## src/rtl/sys_cntr_pkg.sv

```systemverilog
// Shared types and constants for the transmit-side system controller.
package sys_cntr_pkg;

  typedef enum logic [1:0] {
    IDLE    = 2'b00,
    RD_SEND = 2'b01,
    ALU_LO  = 2'b10,
    ALU_HI  = 2'b11
  } tx_state_t;

  localparam int WIDTH_DEF = 8;

  // ALU results leave low byte first.
  localparam bit LOW_BYTE_FIRST = 1'b1;

endpackage

```

## src/rtl/tx_hold_slot.sv

```systemverilog
// One-deep holding buffer with a pending flag.
// A strobe that finds the slot busy and not freeing is dropped and flagged.
module tx_hold_slot #(
  parameter int width = 8
) (
  input  logic             CLK,
  input  logic             Reset,
  input  logic             load,
  input  logic [width-1:0] load_data,
  input  logic             free,
  output logic [width-1:0] slot_data,
  output logic             pend,
  output logic             overflow
);

  logic can_load;

  // A slot emptied by acceptance at this edge may refill at the same edge.
  assign can_load = !pend || free;

  always_ff @(posedge CLK or negedge Reset) begin
    if (!Reset) begin
      slot_data <= '0;
      pend      <= 1'b0;
      overflow  <= 1'b0;
    end else begin
      overflow <= load && !can_load;
      if (load && can_load) begin
        slot_data <= load_data;
        pend      <= 1'b1;
      end else if (free) begin
        pend <= 1'b0;
      end
    end
  end

endmodule

```

## src/rtl/sys_cntr_tx.sv

```systemverilog
// Transmit-side controller: buffers register-read and ALU responses and
// serialises them as bytes into the TX FIFO (read response has priority).
module sys_cntr_tx
  import sys_cntr_pkg::*;
#(
  parameter int width     = WIDTH_DEF,
  parameter int alu_width = 2 * width
) (
  input  logic                 CLK,
  input  logic                 Reset,
  input  logic [width-1:0]     RdData,
  input  logic                 RdData_Valid,
  input  logic [alu_width-1:0] ALU_OUT,
  input  logic                 ALU_OUT_Valid,
  input  logic                 FIFO_Full,
  output logic [width-1:0]     FIFO_WrData,
  output logic                 FIFO_WrEN,
  output logic                 Busy,
  output logic                 Overflow,
  output tx_state_t            state_dbg
);

  tx_state_t            state, state_nxt;
  logic [width-1:0]     rd_buf;
  logic [alu_width-1:0] alu_buf;
  logic                 rd_pend, alu_pend;
  logic                 rd_ovf, alu_ovf;
  logic                 rd_free, alu_free;
  logic [width-1:0]     alu_first, alu_second;

  assign alu_first  = LOW_BYTE_FIRST ? alu_buf[width-1:0] : alu_buf[alu_width-1:width];
  assign alu_second = LOW_BYTE_FIRST ? alu_buf[alu_width-1:width] : alu_buf[width-1:0];

  // A slot frees only when its final byte is accepted by the FIFO.
  assign rd_free  = (state == RD_SEND) && FIFO_WrEN;
  assign alu_free = (state == ALU_HI)  && FIFO_WrEN;

  tx_hold_slot #(.width(width)) u_rd_slot (
    .CLK       (CLK),
    .Reset     (Reset),
    .load      (RdData_Valid),
    .load_data (RdData),
    .free      (rd_free),
    .slot_data (rd_buf),
    .pend      (rd_pend),
    .overflow  (rd_ovf)
  );

  tx_hold_slot #(.width(alu_width)) u_alu_slot (
    .CLK       (CLK),
    .Reset     (Reset),
    .load      (ALU_OUT_Valid),
    .load_data (ALU_OUT),
    .free      (alu_free),
    .slot_data (alu_buf),
    .pend      (alu_pend),
    .overflow  (alu_ovf)
  );

  always_ff @(posedge CLK or negedge Reset) begin
    if (!Reset) state <= IDLE;
    else        state <= state_nxt;
  end

  // Write strobe depends on state and FIFO_Full only; a stall holds state and data.
  always_comb begin
    state_nxt   = state;
    FIFO_WrEN   = 1'b0;
    FIFO_WrData = '0;
    case (state)
      IDLE: begin
        if (rd_pend)       state_nxt = RD_SEND;
        else if (alu_pend) state_nxt = ALU_LO;
      end
      RD_SEND: begin
        FIFO_WrEN   = !FIFO_Full;
        FIFO_WrData = rd_buf;
        if (!FIFO_Full) state_nxt = IDLE;
      end
      ALU_LO: begin
        FIFO_WrEN   = !FIFO_Full;
        FIFO_WrData = alu_first;
        if (!FIFO_Full) state_nxt = ALU_HI;
      end
      ALU_HI: begin
        FIFO_WrEN   = !FIFO_Full;
        FIFO_WrData = alu_second;
        if (!FIFO_Full) state_nxt = IDLE;
      end
    endcase
  end

  assign Busy      = rd_pend || alu_pend || (state != IDLE);
  assign Overflow  = rd_ovf || alu_ovf;
  assign state_dbg = state;

endmodule

```

## config.mk

```make
export PLATFORM = sky130hd
export DESIGN_NAME = sys_cntr_tx
export DESIGN_NICKNAME = d
export VERILOG_FILES = /design/src/rtl/sys_cntr_pkg.sv /design/src/rtl/tx_hold_slot.sv /design/src/rtl/sys_cntr_tx.sv
export SDC_FILE = /design/constraint.sdc
export NUM_CORES = 1
export LEC_CHECK = 0
export CAP_MARGIN = 5
export CORE_ASPECT_RATIO = 1.25
export CORE_MARGIN = 10
export CORE_UTILIZATION = 40
export CTS_CLUSTER_DIAMETER = 120
export DETAILED_ROUTE_END_ITERATION = 10
export PLACE_DENSITY = 0.83
export SKIP_CTS_REPAIR_TIMING = 1
export SLEW_MARGIN = 10
export SYNTH_ARGS = -nofsm -noshare
export SYNTH_HDL_FRONTEND = slang
export SYNTH_SLANG_ARGS = --single-unit
export TNS_END_PERCENT = 100
```

## constraint.sdc

```tcl
create_clock -name CLK -period 1.4 [get_ports CLK]
set_clock_uncertainty 0.1 [all_clocks]
set_input_delay 0.28 -clock CLK [delete_from_list [all_inputs] [get_ports CLK]]
set_output_delay 0.28 -clock CLK [all_outputs]
set_load 0.005 [all_outputs]
```

# Word-level counts from Yosys, hierarchy flattened

Cells that the tools add are included.

Equal/unequal tests: 6
Multiplexer cells: 11
Reductions and logical operators: 23

Operators with widths:

| kind               | number |
|---|---|
| $pmux 8 s3         | 1 |
| $mux 2             | 4 |
| $logic_and 1x1->1  | 6 |
| $pmux 2 s3         | 1 |
| $reduce_bool 2->1  | 3 |
| $logic_not 1->1    | 5 |
| $logic_or 1x1->1   | 5 |
| $mux 1             | 5 |
| $eq 2x2->1 const B | 2 |
| $ne 2x2->1 const B | 2 |
| $ne 3x1->1 const B | 1 |
| $reduce_and 3->1   | 1 |
| $reduce_or 3->1    | 1 |
| $eq 2x1->1 const B | 1 |
| $logic_not 2->1    | 1 |
| $reduce_or 2->1    | 1 |

Register bits after elaboration: 30
Input bits: 29
Output and inout port bits: 13

# Depth between registers and ports, before layout

Gate-level depths: netlist of the first run.

Depth in word-level cells: 7
Mapped depth: 4
Depth with buffers taken out: 3

# Cells and area by module

From an unflattened synthesis of the first run, not the netlist that was laid out.

Cells, all modules: 99
Area total of the unflattened synthesis: 1428.9 µm²

Modules (own cells, without submodules):

| module                    | times used | cells each | area an instance (µm²) | seq. area each (µm²) |
|---|---|---|---|---|
| tx_hold_slot (u_alu_slot) | 1          | 40         | 724.4                  | 450.4 |
| tx_hold_slot (u_rd_slot)  | 1          | 23         | 406.6                  | 250.2 |
| sys_cntr_tx               | 1          | 36         | 297.8                  | 50.0 |

# Worst setup path before layout of the first run

No wires, ideal clock.

Kind: reg-to-output
From: register state[0], in the netlist state_dbg[0]
To: output FIFO_WrData[0]
Arrival: 1163 ps
Path slack: -143 ps
Stages on the path, launching flop included: 4
Buffers on the path: 1
Cell sequence: dfrtp_1 -> buf_2 -> mux2_2 -> a22o_1

Word-level cells in the longest chain between the ends: 2

Ends and longest elaborated chain:

| what                                            | line              | RTL |
|---|---|---|
| from (decl)                                     | sys_cntr_tx.sv:23 | `tx_state_t state, state_nxt;` |
| from (signal assigned)                          | sys_cntr_tx.sv:62 | `else state <= state_nxt;` |
| $eq 2x2->1 / $eq 2x1->1 (equally long branches) | sys_cntr_tx.sv:70 | `case (state)` |
| $pmux 8 s3 *                                    | sys_cntr_tx.sv:70 |  |
| to (decl)                                       | sys_cntr_tx.sv:16 | `output logic [width-1:0] FIFO_WrData,` |

Mark *: on every way between the ends. The rest lies on a longest branch, timed or not.

# Worst setup path after layout of the first run

From: register state[0], in the netlist state_dbg[0]
To: output FIFO_WrData[3]

Same word-level chain as after synthesis.

==> results of run 1 <==
layout make-up:
cell class,instances,area share
multi-input cells,62,0.306
repair buffers,59,0.270
clock buffers,8,0.0382
flip-flops and latches,30,0.360
well taps,37,0.0221
inverters,2,0.00358
kinds of logic (layout without fill, tap and decap cells):
logic type             after synthesis  count (layout)  synth area share
multiplexers                        32              32             0.286
AO/OA/AOI/OAI                       14              14            0.0872
buffers and inverters                7              69            0.0323
AND/OR/NAND/NOR                     16              16            0.0557
flip-flops                          30              30             0.539
how the worst max path moves through the flow:
stage	startpoint	end	slack (ns)
4_1_cts	state_dbg[0]	FIFO_WrData[3]	-0.83
3_5_place_dp	state_dbg[0]	FIFO_WrData[2]	-0.52
3_3_place_gp	state_dbg[0]	FIFO_WrData[2]	-0.49
5_1_grt	state_dbg[0]	FIFO_WrData[3]	-0.50
6_report	state_dbg[0]	FIFO_WrData[3]	-0.46
2_1_floorplan	state_dbg[0]	FIFO_WrData[0]	-0.05
registers in the layout (all words and copies together) (netlist names):
signal                cells
state_dbg                 2
u_rd_slot.overflow        1
u_alu_slot.slot_data     16
u_rd_slot.slot_data       8
u_alu_slot.overflow       1
u_rd_slot.pend            1
u_alu_slot.pend           1
critical path: cells and delay by family, from the launching register on:
family	cells	cell delay, ns
flops	1	0.44
mux	1	0.30
buf+inv	2	0.27
compound gates	1	0.19
stage by stage:
stage               utilization  hold WS (ns)
floorplan                     -        -0.116
global placement          0.598         0.385
detailed placement        0.598         0.398
CTS                       0.622         0.259
global route              0.638         0.258
finish                    0.638         0.254
synthesized netlist by cell type (all sizes together):
master | n | share of area
o21a | 1 | 0.0054
or2 | 1 | 0.0045
a22o | 9 | 0.057
buf | 3 | 0.022
o21ai | 1 | 0.0036
dfrtp | 30 | 0.54
mux2 | 32 | 0.29
o22a | 1 | 0.0063
inv | 2 | 0.0054
nor2 | 7 | 0.019
nand3b | 1 | 0.0081
nor2b | 1 | 0.0045
a21oi | 2 | 0.015
nand2b | 2 | 0.0090
nand2 | 4 | 0.011
clkbuf | 2 | 0.0054
power breakdown:
| part | internal [mW] | switching, mW |
|---|---|---|
| combinational | 1.36 | 0.802 |
| sequential | 1.28 | 0.263 |
| clock | 0.352 | 0.306 |
| total | 2.99 | 1.37 |
routing by layer:
layer  up-vias  wire length, um  track usage
met5         -                0            0
met2        35             2050        0.220
met3         9              277       0.0542
met4         0               85       0.0433
met1       518             1400        0.117
li1        474                -            -
==> flow_summary.yaml, run 1 <==
outcome:
  status: "finished with violations"
  violations: "setup timing"
sta:
  max-slew-margin-rel: 0.839
  worst_slew_pin_slew_ns: 0.240
  slew_violations: 0
  fmax_mhz: 537
  finalSetupTns_ns: -10.77
  timing.final.crit_share: 1.33
  setup_viol: 37
  fin_ws_ns: -0.463
  timing.final.crit_period_ns: 1.86
  hold_violations: 0
  rsz0062_at_grt: "true"
grt:
  grt_pass1_vias: 1213
  grt_max_degree: 31
  grt_overflow: 0
  antenna_found_initial: 0
  gr-usage-all-layers: 0.122
  grt_pass1_wl_um: 5930
detailed_routing:
  avgViaCountPerCell: 5.23
  drcViolationCount: 0
  avgRoutedWirePerCell_um: 19.2
  drtIter0Drc: 29
  wl_um: 3810
  final_antenna_net_count: 0
  dr.pass1.iters: 4
  dr_total_vias: 1036
clock_network:
  clock_sinks: 30
  path_clk_slew_ns: 0.07
  cts_root_buffer: "clkbuf_8"
  cts_tree: "done"
  h-tree-depth: 2
  cts_buffers: 5
  insertion_delay_ns: 0.28
  clock_path_buffers: 2
setup_path:
  path_class: "reg2out"
  crit_arrival_ns: 1.48
  cp-start-kind: "flip-flop"
  regToRegStartpoint: "state_dbg[0]"
  critPathCaptureType: "output pin"
  reg2reg_depth: 6
  cp_cell_sequence: "buf_12 > mux2_4 > a22o_1 > clkbuf_2"
  r2r-end: "u_alu_slot.slot_data[0]"
  required_ns: 1.02
  max_stage_delay_ns: 0.44
  slowest_stage: "dfrtp_2"
  cp_max_fo: 7
  r2r_slack_ns: -0.32
floorplan:
  ios: 42
  design.die.area_um2: 6260
  core_um2: 3280
  die_width_um: 72.8
  die_height_um: 86.0
  rows: 23
  start_util: 0.424
cells_and_area:
  mostFrequentLayoutCells: "28 x clkdlybuf4s50_1, 28 x dfrtp_1, 20 x mux2_2"
  finalNetCount: 189
  syn_to_final_growth_pct: 50.4
  instances_no_fill: 198
  n_antenna_cell: 0
  final_area_um2: 2090
  fillers: 264
  multiInputGateArea_um2: 642
  drive_gt1_frac: 0.472
  ff_latch_area_um2: 753
synthesis:
  syn-num-nets: 128
  syn_area_um2: 1390
  ys_types: 19
  ys_ff_latch: 30
  ys_seq_area_frac: 0.539
  yosys_warnings: 0
  syn_area_per_cell_um2: 14.1
  netlist_instances: 99
place:
  placed_cells: 187
  place_ws_ns: -0.516
  place_hpwl_um: 2670
  io_buffer_count: 41
  dpl_cell_area_um2: 1960
  place_congestion: 0.832
run:
  max-cap-violations: 0
power_and_ir_drop:
  powerDensity_nw_per_um2: 2080
  total_power_mw: 4.36
  power.leakage_nw: 0.946
  ir_drop_v: 0.00115
hold_path:
  hp-class: "in2async"
No activity file was read; power rests on OpenSTA's default activity.
==> inputs of run 2 (changes only) <==
--- a/config.mk
+++ b/config.mk
@@ -5,7 +5,6 @@
 export SDC_FILE = /design/constraint.sdc
 export NUM_CORES = 1
 export LEC_CHECK = 0
-export CAP_MARGIN = 5
 export CORE_ASPECT_RATIO = 1.25
 export CORE_MARGIN = 10
 export CORE_UTILIZATION = 40
==> results of run 2 <==
Same layout as run 1: the final DEF is identical, and so are final timing and power.
==> inputs of run 3 (changes only) <==
--- a/config.mk
+++ b/config.mk
@@ -12,7 +12,7 @@
 export DETAILED_ROUTE_END_ITERATION = 10
 export PLACE_DENSITY = 0.83
 export SKIP_CTS_REPAIR_TIMING = 1
-export SLEW_MARGIN = 10
+export SLEW_MARGIN = 25
 export SYNTH_ARGS = -nofsm -noshare
 export SYNTH_HDL_FRONTEND = slang
 export SYNTH_SLANG_ARGS = --single-unit
==> results of run 3 <==
Same layout as run 1: the final DEF is identical, and so are final timing and power.
==> patch 1 (config.mk and constraints of run 1) <==
`WIDTH_DEF`: 8 -> 10.
--- a/src/rtl/sys_cntr_pkg.sv
+++ b/src/rtl/sys_cntr_pkg.sv
@@ -9,5 +9,5 @@
   } tx_state_t;
 
-  localparam int WIDTH_DEF = 8;
+  localparam int WIDTH_DEF = 10;
 
   // ALU results leave low byte first.
Interface: changed (resized ALU_OUT, FIFO_WrData and RdData); port bits go from 42 to 50. The function was not compared with the original's and may differ.
==> patch 1 against run 1 <==
Count of clock-buffer cells in the layout is 1 lower. Total power grew 37%. Sequential cell count increased by 6. Routed wire length rose by 33%. Register-to-register slack got worse by 0.17 ns. Die area up 15%. Core utilization is 3.8 points higher. Final area rose by 31%. Maximum frequency decreased by 5.3%. Final cell count rose by 33%. Area after synthesis up 20%. Sequential power up 21%. The run still ends with negative setup slack left. Setup slack got worse by 0.10 ns.
==> patch 1: results (changes against run 1) <==
===========================================================================
Crit Path Max Fanout                                                      5   was 7
Fraction of final layout cells sized beyond drive strength 1         53.14%   was 47.20%
Area occupied by multi-input gates                               812.0 um^2   was 641.9 um^2
Detailed route wirelength on metal2                                 2696 um   was 2047 um
Largest register FFs                                                     20   was 16
Worst reg2reg path depth                                                  7   was 6
Leakage power summed over all cells                                1.301 nW   was 0.9458 nW
Power after layout                                                 5.957 mW   was 4.361 mW
R2R Setup Slk                                                      -0.49 ns   was -0.32 ns
Leading post-synthesis cells by instance count                 36 x sky130_fd_sc_hd__dfrtp_1, 30 x sky130_fd_sc_hd__mux2_2, 11 x sky130_fd_sc_hd__a22o_1, 10 x sky130_fd_sc_hd__mux2_4, 7 x sky130_fd_sc_hd__nor2_1   was 30 x sky130_fd_sc_hd__dfrtp_1, 22 x sky130_fd_sc_hd__mux2_2, 10 x sky130_fd_sc_hd__mux2_4, 9 x sky130_fd_sc_hd__a22o_1, 7 x sky130_fd_sc_hd__nor2_1
Initial drt markers                                                      72   was 29
Final setup slack of the worst path                              -0.5683 ns   was -0.4634 ns
Syn Inst Count                                                          118   was 99
Non-Clock Buffer Area Fraction                                       30.32%   was 27.00%
Total of buffers placed on input and output ports                        49   was 41
Number of synthesized register bits                                      36   was 30
Number of endpoints failing setup at the final stage                     44   was 37
Worst hold margin                                                 0.2450 ns   was 0.2544 ns
Clock buffer count                                                        7   was 8
Cell types with the largest area share after synthesis         sky130_fd_sc_hd__dfrtp_1 54%, sky130_fd_sc_hd__mux2_2 20%, sky130_fd_sc_hd__mux2_4 9.0%   was sky130_fd_sc_hd__dfrtp_1 54%, sky130_fd_sc_hd__mux2_2 18%, sky130_fd_sc_hd__mux2_4 11%
WP data arrival                                                     1.59 ns   was 1.48 ns
Area of all sequential standard cells                            902.1 um^2   was 753.2 um^2
Non-clock buffer total of the final layout                               89   was 59
Result of the run                                              finished with violations   unchanged
Actual transition at the worst max-transition pin                 0.2195 ns   was 0.2405 ns
Worst-case setup slack after placement                           -0.5253 ns   was -0.5160 ns
Violations in the final reports                                negative setup slack   unchanged
Clock group                                                         1.00 mW   was 0.658 mW
Final Wtd Congestion                                                 0.9273   was 0.8322
Multi-input logic cell count                                             72   was 62
Total track usage                                                    12.79%   was 12.18%
Final-layout clock-cell area share                                   4.591%   was 3.823%
DP HPWL                                                             3305 um   was 2667 um
Via count of the first global-routing pass                            1,415   was 1,213
===========================================================================
patch 1: changes by cell type after synthesis, sizes merged:
cell / before / now
mux2: 32 / 40
dfrtp: 30 / 36
buf: 3 / 6
a22o: 9 / 11
patch 1: cell families (layout without fill, tap and decap cells):
group / after synthesis / count (layout) / synth area share, %
multiplexers: 40 / 40 / 29.28
flip-flops: 36 / 36 / 54.05
buffers and inverters: 10 / 99 / 4.354
AO/OA/AOI/OAI: 16 / 16 / 7.883
AND/OR/NAND/NOR: 16 / 16 / 4.430
patch 1: critical path: cells and delay by family, from the launching register on:
| family | cells | cell delay [ns] |
|---|---|---|
| buf+inv | 3 | 0.35 |
| flops | 1 | 0.41 |
| compound gates | 1 | 0.19 |
| mux | 1 | 0.34 |
patch 1: metal layers:
metal	up-vias	GRT usage, %
met5	-	0
met4	0	7.470
met3	9	4.395
met2	41	21.47
met1	670	13.56
li1	592	-
==> patch 2 (flow settings as in run 1) <==
Made on the original files. Make the reset (`Reset`) synchronous in 2 clocked blocks.
--- a/src/rtl/tx_hold_slot.sv
+++ b/src/rtl/tx_hold_slot.sv
@@ -19,5 +19,5 @@
   assign can_load = !pend || free;
 
-  always_ff @(posedge CLK or negedge Reset) begin
+  always_ff @(posedge CLK) begin
     if (!Reset) begin
       slot_data <= '0;
--- a/src/rtl/sys_cntr_tx.sv
+++ b/src/rtl/sys_cntr_tx.sv
@@ -58,5 +58,5 @@
   );
 
-  always_ff @(posedge CLK or negedge Reset) begin
+  always_ff @(posedge CLK) begin
     if (!Reset) state <= IDLE;
     else        state <= state_nxt;
Formal check against the unedited RTL: differs if Reset is asserted again (counterexample within 4 cycles, from zero or initial values and one cycle with Reset low); with Reset held inactive, the same outputs for 10 cycles.
==> patch 2 against run 1 <==
The run still ends with negative setup slack left. Area after synthesis fell by 0.63%. Final area is 0.12% lower. Routed wire length down 2.6%. Non-clock buffer count decreased by 2. Sequential cell count unchanged. Setup slack improved by 0.21 ns. Final cell count increased by 27%. Sequential share of layout area fell by 7.0 points. Critical endpoint is now FIFO_WrData[7]. Largest cell class is now multi-input combinational cells.
Power is not compared: it rests on default switching activity, and its combinational part moved more than twofold at a synthesized area within 25%.
==> patch 2: results (changes against run 1) <==
===========================================================================
Worst reg2reg path depth                                                  5   was 6
Wire length of the first global-routing pass                        5285 um   was 5934 um
Violations in the final reports                                negative setup slack   unchanged
Final setup slack of the worst path                              -0.2552 ns   was -0.4634 ns
Non-filler cells in the finished layout                                 252   was 198
End point of the worst hold path                               state_dbg[0]
Initial antenna violation count                                           0   unchanged
Initial drt markers                                                      86   was 29
Post-synth cell types                                                    22   was 19
Final Wtd Congestion                                                 0.8204   was 0.8322
Cell types with the largest area share after synthesis         sky130_fd_sc_hd__dfxtp_1 43%, sky130_fd_sc_hd__mux2i_1 23%, sky130_fd_sc_hd__nand2_1 16%   was sky130_fd_sc_hd__dfrtp_1 54%, sky130_fd_sc_hd__mux2_2 18%, sky130_fd_sc_hd__mux2_4 11%
Number of endpoints failing setup at the final stage                     31   was 37
# nets final                                                            243   was 189
Syn Inst Count                                                          161   was 99
Total of buffers placed on input and output ports                        41   unchanged
TNS Setup                                                         -3.331 ns   was -10.77 ns
Total track usage                                                    10.71%   was 12.18%
Worst hold margin                                                 0.3337 ns   was 0.2544 ns
Crit Path Max Fanout                                                      5   was 7
Fraction of final layout cells sized beyond drive strength 1         23.26%   was 47.20%
Leading post-synthesis cells by instance count                 59 x sky130_fd_sc_hd__nand2_1, 32 x sky130_fd_sc_hd__mux2i_1, 30 x sky130_fd_sc_hd__dfxtp_1, 9 x sky130_fd_sc_hd__o21ai_0, 7 x sky130_fd_sc_hd__clkbuf_1   was 30 x sky130_fd_sc_hd__dfrtp_1, 22 x sky130_fd_sc_hd__mux2_2, 10 x sky130_fd_sc_hd__mux2_4, 9 x sky130_fd_sc_hd__a22o_1, 7 x sky130_fd_sc_hd__nor2_1
R2R Setup Slk                                                      -0.14 ns   was -0.32 ns
Clock latency on the worst-skew pair                                0.29 ns
WP data arrival                                                     1.28 ns   was 1.48 ns
Primary flip-flop cell chosen by synthesis mapping             sky130_fd_sc_hd__dfxtp_1   was sky130_fd_sc_hd__dfrtp_1
Number of instances on the worst hold path                                4
Reg-to-reg critical path endpoint                              u_rd_slot.slot_data[0]   was u_alu_slot.slot_data[0]
Pin count of the biggest net entering global routing                     55   was 31
Detail-routed net length per standard cell                         14.71 um   was 19.23 um
H-tree Lvls                                                               2   unchanged
DP HPWL                                                             2487 um   was 2667 um
Via count of the first global-routing pass                            1,139   was 1,213
Actual transition at the worst max-transition pin                 0.2830 ns   was 0.2405 ns
DR vias                                                               1,250   was 1,036
Clock-pin slew on the worst setup and hold paths                    0.06 ns
Type of the most critical hold path                               in -> reg   was in -> async
Asr flop ratio synth                                                     0%   was 100.0%
Residual overflow from global routing                                     0   unchanged
Maximum number of buffers from clock root to sink                         2   unchanged
Worst-case setup slack after placement                           -0.4385 ns   was -0.5160 ns
Post-Syn Nets                                                           190   was 128
Post-place instance area                                          1924 um^2   was 1961 um^2
Reg2Reg Launch Point                                           state_dbg[1]   was state_dbg[0]
TritonCTS Buffers                                                         5   unchanged
Sequential share of the synthesized area                             43.40%   was 53.91%
Hold wc startpoint                                                FIFO_Full
Result of the run                                              finished with violations   unchanged
===========================================================================
patch 2: metal layers:
| metal | vias up | wire length (um) | GRT usage, % |
|---|---|---|---|
| met5 | - | 0 | 0 |
| li1 | 638 | - | - |
| met4 | 0 | 80 | 6.401 |
| met3 | 5 | 228 | 4.614 |
| met1 | 574 | 1512 | 11.18 |
| met2 | 33 | 1887 | 17.30 |
patch 2: how the worst max path moves through the flow:
stage	startpoint	end	slack [ns]	cells after the start
finish	state_dbg[0]	FIFO_WrData[7]	-0.26	5
global route	state_dbg[0]	FIFO_WrData[5]	-0.33	5
CTS	state_dbg[1]	FIFO_WrData[4]	-0.65	4
detailed placement	FIFO_Full	u_rd_slot.slot_data[0]	-0.44	5
global placement	FIFO_Full	u_rd_slot.slot_data[2]	-0.42	5
floorplan	state_dbg[1]	u_rd_slot.slot_data[0]	0.02	4
patch 2: cell type report:
type                            count  area (um^2)
Sequential cell                    30        605.6
Tap cell                           37        46.29
Inverter                            1        3.754
Clock buffer                        7        86.33
Fill cell                         268         1189
Multi-Input combinational cell    119        779.5
Timing Repair Buffer               57        565.5
Clock inverter                      1        5.005
patch 2: per-stage QoR:
step,total power [mW],util (%)
6_report,2.160,63.77
5_1_grt,2.251,63.77
4_1_cts,2.119,61.44
3_5_place_dp,1.408,58.66
3_3_place_gp,1.401,58.66
2_1_floorplan,1.171,-
patch 2: logic make-up after synthesis:
kind of cell | Yosys count | synth area share (%)
AO/OA/AOI/OAI | 16 | 7.323
flip-flops | 30 | 43.40
AND/OR/NAND/NOR | 71 | 21.43
multiplexers | 32 | 23.15
buffers and inverters | 12 | 4.701
patch 2: critical path: stages, from the launching register on:
cell and delay [ns]:
sky130_fd_sc_hd__dfxtp_2 0.32, sky130_fd_sc_hd__and2b_4 0.28, sky130_fd_sc_hd__buf_6 0.12, sky130_fd_sc_hd__nand2_1 0.05, sky130_fd_sc_hd__o21ai_0 0.08, sky130_fd_sc_hd__buf_2 0.15
patch 2: power groups by stage:
stage	Combinational [mW]	Sequential (mW)	Clock, mW
CTS	0.444	0.948	0.726
detailed placement	0.442	0.966	0
global route	0.525	0.962	0.765
global placement	0.438	0.963	0
finish	0.488	0.955	0.717
floorplan	0.208	0.963	0
